$ cat src/rtl/regfile_sb.sv
// Multi-read-port register file with write-pending scoreboard.
// Optional same-cycle write bypass: define REGFILE_BYPASS_EN.
module regfile_sb #(
  parameter  int WIDTH    = 32,
  parameter  int DEPTH    = 32,
  parameter  int NUM_READ = 2,
  parameter  int ZERO_REG = 1,
  localparam int AW       = $clog2(DEPTH)
) (
  input  logic                      clk,
  input  logic                      rst_n,
  input  logic [NUM_READ*AW-1:0]    ReadRegister,
  output logic [NUM_READ*WIDTH-1:0] ReadData,
  output logic [NUM_READ-1:0]       ReadBusy,
  input  logic [AW-1:0]             WriteRegister,
  input  logic [WIDTH-1:0]          WriteData,
  input  logic                      RegWrite,
  input  logic [AW-1:0]             ReserveRegister,
  input  logic                      Reserve,
  output logic                      ReserveReady,
  output logic [AW:0]               BusyCount
);

  logic [WIDTH-1:0] mem_q [DEPTH];
  logic [DEPTH-1:0] busy_q, busy_d;
  logic [AW:0]      cnt_q, cnt_d;

  logic wr_ok, rsv_ok, rsv_acc;
  logic same_reg, inc, dec;

  // Address is backed by real, writable state
  function automatic logic addr_ok(input logic [AW-1:0] a);
    return (int'(a) < DEPTH) && !((ZERO_REG != 0) && (a == '0));
  endfunction

  function automatic logic busy_at(input logic [AW-1:0] a);
    return addr_ok(a) ? busy_q[a] : 1'b0;
  endfunction

  assign wr_ok    = RegWrite && addr_ok(WriteRegister);
  assign rsv_ok   = addr_ok(ReserveRegister);
  assign same_reg = RegWrite && (WriteRegister == ReserveRegister);

  assign ReserveReady = !rsv_ok
                     || !busy_at(ReserveRegister)
                     || same_reg;

  assign rsv_acc = Reserve && ReserveReady && rsv_ok;

  // Next busy vector and population count
  always_comb begin
    busy_d = busy_q;
    if (wr_ok)   busy_d[WriteRegister]   = 1'b0;
    if (rsv_acc) busy_d[ReserveRegister] = 1'b1;
    inc   = rsv_acc && !busy_at(ReserveRegister);
    dec   = wr_ok && busy_at(WriteRegister)
         && !(rsv_acc && (WriteRegister == ReserveRegister));
    cnt_d = cnt_q + (AW+1)'(inc) - (AW+1)'(dec);
  end

  // State update with synchronous clear
  always_ff @(posedge clk) begin
    if (!rst_n) begin
      for (int k = 0; k < DEPTH; k++) mem_q[k] <= '0;
      busy_q <= '0;
      cnt_q  <= '0;
    end else begin
      if (wr_ok) mem_q[WriteRegister] <= WriteData;
      busy_q <= busy_d;
      cnt_q  <= cnt_d;
    end
  end

  assign BusyCount = cnt_q;

  for (genvar i = 0; i < NUM_READ; i++) begin : g_rd
    logic [AW-1:0] ra;
    logic          byp;
    assign ra = ReadRegister[i*AW +: AW];
`ifdef REGFILE_BYPASS_EN
    assign byp = rst_n && wr_ok && (WriteRegister == ra);
`else
    assign byp = 1'b0;
`endif
    assign ReadData[i*WIDTH +: WIDTH] =
      byp          ? WriteData :
      addr_ok(ra)  ? mem_q[ra] : '0;
    assign ReadBusy[i] = !byp && busy_at(ra);
  end

endmodule

$ cat config.mk
export PLATFORM = sky130hd
export DESIGN_NAME = regfile_sb
export DESIGN_NICKNAME = d
export VERILOG_FILES = /design/src/rtl/regfile_sb.sv
export SDC_FILE = /design/constraint.sdc
export NUM_CORES = 2
export LEC_CHECK = 0
export CORE_ASPECT_RATIO = 2
export CORE_MARGIN = 2
export CORE_UTILIZATION = 65
export CTS_BUF_LIST = sky130_fd_sc_hd__clkbuf_2
export DETAILED_ROUTE_END_ITERATION = 8
export GPL_ROUTABILITY_DRIVEN = 0
export MAX_ROUTING_LAYER = met4
export PLACE_DENSITY_LB_ADDON = 0.12
export REMOVE_ABC_BUFFERS = 1
export SLEW_MARGIN = 10
export SYNTH_ARGS = -nofsm -noshare
export SYNTH_HDL_FRONTEND = slang
export SYNTH_SLANG_ARGS = --single-unit
$ cat constraint.sdc
create_clock -name clk -period 7.75 [get_ports clk]
set_clock_uncertainty 0.1 [all_clocks]
set_input_delay 2.325 -clock clk [delete_from_list [all_inputs] [get_ports clk]]
set_output_delay 2.325 -clock clk [all_outputs]
set_load 0.05 [all_outputs]
==> summary.md <==
| Metric | Value |
|---|---|
| Status | `finished, final reports clean` |
| Starting density of the core | `0.657` |
| Number of detailed-route iterations in the first pass | `6` |
| 1st-iter DRT viols | `5688` |
| Placement Rows | `153` |
| Slew @ Worst Pin | `1.26 ns` |
| Number of synthesized register bits | `1062` |
| Antenna violations before repair | `14` |
| Share of synthesized cell area in and, or, nand and nor gates | `0.125` |
| Start point of the worst min-delay path | `busy_q[2]$_SDFF_PN0_` |
| Crit. End Element | `output port` |
| Critical register-to-register path endpoint | `BusyCount[4]$_SDFF_PN0_` |
| Via Count | `37200` |
| Number of top-level design ports | `129` |
| Finish-stage setup viols | `0` |
| Average footprint of a synthesized cell | `16.2 sq um` |
| Filler cell count in the final layout | `5559` |
| Number of enable flip-flop cells after synthesis | `1024` |
| Final HPWL DP | `115000 microns` |
| Maximum frequency from static timing analysis | `137 MHz` |
| Final-layout setup total negative slack | `0 ns` |
| Horizontal die dimension | `214 microns` |
| Core box area | `0.0869 sq mm` |
| Post-CTS resize count | `0` |
| Leading register cell type out of synthesis | `edfxtp_1` |
| Maximum level of the CTS H-tree | `4` |
| Dominant combinational cell family by area after synthesis | `multiplexers` |
| Per-cell via count in the routed design | `7.38` |
| Cell at the root of the clock tree | `clkbuf_2` |
| Post-DP Area | `0.0606 sq mm` |
| Startpoint of the most critical register-to-register path | `busy_q[20]$_SDFF_PN0_` |
| Number of buffers inserted by post-CTS setup repair | `0` |
| Count of buffers inserted at the top-level ports | `128` |
| Compound-cell area share of the yosys netlist | `0.0104` |
| TritonCTS clock tree | `done` |
| Number of buffers on the longest clock path | `3` |
| Data arrival time of the critical path | `4.89 ns` |
| Hold Fails Final Rpt | `0` |
| Fraction of layout instances using a drive strength above 1 | `0.340` |
| Tightest Hold Check Type | `flop to flop` |
| CTS Sinks | `1062` |
| Final design area excluding fillers | `0.0627 sq mm` |
| Tightest hold margin | `0.437 ns` |
| Startpoint Class | `input pin` |
| Inserted Clock Buffers | `222` |
| Worst reg-to-reg path cell count | `15` |
| Die Footprint | `0.0904 sq mm` |
| Cells after Synth | `3529` |
| P&R area growth vs syn | `9.86%` |
| XOR/XNOR Fraction of Synth Area | `0.00153` |
| Overall track demand over capacity in global routing | `0.457` |
| Number of global-route vias before repair | `39300` |
| Clock transition time at the flip-flop clock pins of the worst setup and hold paths | `0.10 ns` |
| Async set-or-reset flop fraction in the synthesized netlist | `0` |
| Remaining global-route overflow | `0` |
| Share of cell area taken by muxes after synthesis | `0.277` |
| Total area of multi-input combinational cells | `0.0245 sq mm` |
| NumNets Final | `3757` |
| Critical Path RT | `5.33 ns` |
| Worst-path maximum fanout | `34` |
| # hold bufs at CTS | `0` |
| Number of pins with negative max-slew slack in the final report | `0` |
| Number of stages on the worst hold path | `2` |
| Max IR drop VDD | `165 uV` |
| Pwr dens | `198 mW/mm^2` |
| ANT nets after route | `0` |
| Fraction of the mapped netlist area in adder cells | `0.00167` |
| Drt total wl | `191000 microns` |
| Max Cap Violations | `0` |
| Source-to-sink clock delay at the later pin of the worst-skew pair | `1.60 ns` |
| Pin count of the biggest net entering global routing | `72` |
| Worst setup path class | `input pin to output port` |
| Fin crit share | `0.944` |
| Post-layout min period | `7.32 ns` |
| Static leakage | `0.0218 uW` |
| Final core utilization | `0.722` |
| Register cell area after layout | `0.0315 sq mm` |
| Worst slew margin relative to its limit | `0.154` |
| Slack of the worst reg-to-reg path | `4.10 ns` |
| Yosys cell types | `53` |
| Count of yosys warnings during synthesis | `0` |
| Synthesized cell area | `0.0571 sq mm` |
| Setup repair after global routing missed its margin | `no` |
| Register area share after synthesis | `0.552` |
| Mean routed wirelength per cell | `37.9 microns` |
| Global-route wire length before repair | `272000 microns` |
| Hold endpoint | `busy_q[2]$_SDFF_PN0_` |
| Drt drc | `0` |
| Height of the die | `423 microns` |
-- worst max-delay path by stage --
stage	end	slack [ns]	from	cells after the start
6_report	ReadData[6]	0.43	ReadRegister[0]	7
3_3_place_gp	ReadData[6]	0.49	ReadRegister[0]	7
3_5_place_dp	ReadData[6]	0.45	ReadRegister[0]	7
5_1_grt	ReadData[6]	0.38	ReadRegister[0]	7
2_1_floorplan	ReadBusy[0]	0.90	ReadRegister[0]	3
4_1_cts	ReadData[6]	0.45	ReadRegister[0]	7
-- through the flow --
stage	worst slack (ns)	cells	power (uW)
after detailed placement	0.454	4632	9010
after global routing	0.384	5035	12800
after floorplan	0.899	3182	8020
final	0.434	5043	12400
after CTS	0.449	5024	12400
after global placement	0.489	4632	8930
-- cell usage in the layout, fill, tap and decap left out, types with 5 or more instances in the layout --
cell             synthesis  final
edfxtp_1              1024   1024
and2_1                 997    997
mux4_2                 660    660
clkbuf_2                 0    307
buf_4                   30    174
mux2i_1                 90     90
nor2_1                 116     84
clkinv_1                 0     62
buf_12                   0     58
clkdlybuf4s50_1          0     50
inv_1                   42     41
dfxtp_1                 38     38
o22ai_1                 34     34
nor2_4                   0     32
o21ai_4                  1     32
conb_1                   1     32
diode_2                  0     19
nand3_1                 12     12
nand2_1                 10     10
nand3b_1                 7      7
xor2_1                   7      7
o221ai_1                 6      6
mux2_2                   6      6
inv_2                    0      6
ha_1                     6      6
clkinv_2                 0      6
bufinv_16                0      6
or3_1                    5      5
-- cells in the mapped netlist, types with 12 or more instances --
cell type  number  share of area
and2_1        997           0.11
buf_1          24         0.0016
buf_2          34         0.0030
buf_4          30         0.0039
buf_6          14         0.0028
clkbuf_1      276          0.018
dfxtp_1        38          0.013
edfxtp_1     1024           0.54
inv_1          42         0.0028
mux2i_1        90          0.016
mux4_2        660           0.26
nand3_1        12         0.0011
nor2_1        116         0.0076
o21ai_0        35         0.0031
o22ai_1        34         0.0037
-- critical path: stages --
cell and delay (ns):
buf_8 0.35, buf_12 0.34, mux4_2 0.55, mux4_2 0.59
mux2i_1 0.27, nor2_1 0.10, buf_4 0.21
-- layer usage --
metal	routed length, microns	vias to the layer above	GRT usage
li1	-	14100	-
met1	55100	18600	0.519
met2	92400	3444	0.687
met3	26500	1036	0.129
met4	17300	0	0.344
met5	0	-	-
-- power breakdown --
group | leakage (uW) | total (uW) | switching [uW] | internal (uW)
sequential | 0.0101 | 6780 | 177 | 6610
combinational | 0.0102 | 2140 | 1230 | 911
clock | 0.00152 | 3520 | 2230 | 1290
-- cell families (layout without fill, tap and decap cells) --
group,Yosys count,after routing
AOI/OAI and AO/OA,93,93
xor gates and xnor gates,10,10
adders and majority gates,7,7
buffers and inverters,420,722
DFF,1062,1062
muxes,756,756
other,1,51
and+or+nand+nor,1180,1180
-- area by class of cell --
cell class	instances	share of cell area
well taps	1162	0.0232
clock buffers	307	0.0245
repair buffers	288	0.0486
diodes	19	0.000758
multi-input cells	2078	0.390
inverters	42	0.00251
clock inverters	85	0.00816
flip-flops and latches	1062	0.502
-- state kept, by name, indices dropped and copies added (netlist names) --
signal and flops:
mem_q 1024, busy_q 32, BusyCount 6
(Power assumes the default switching activity.)
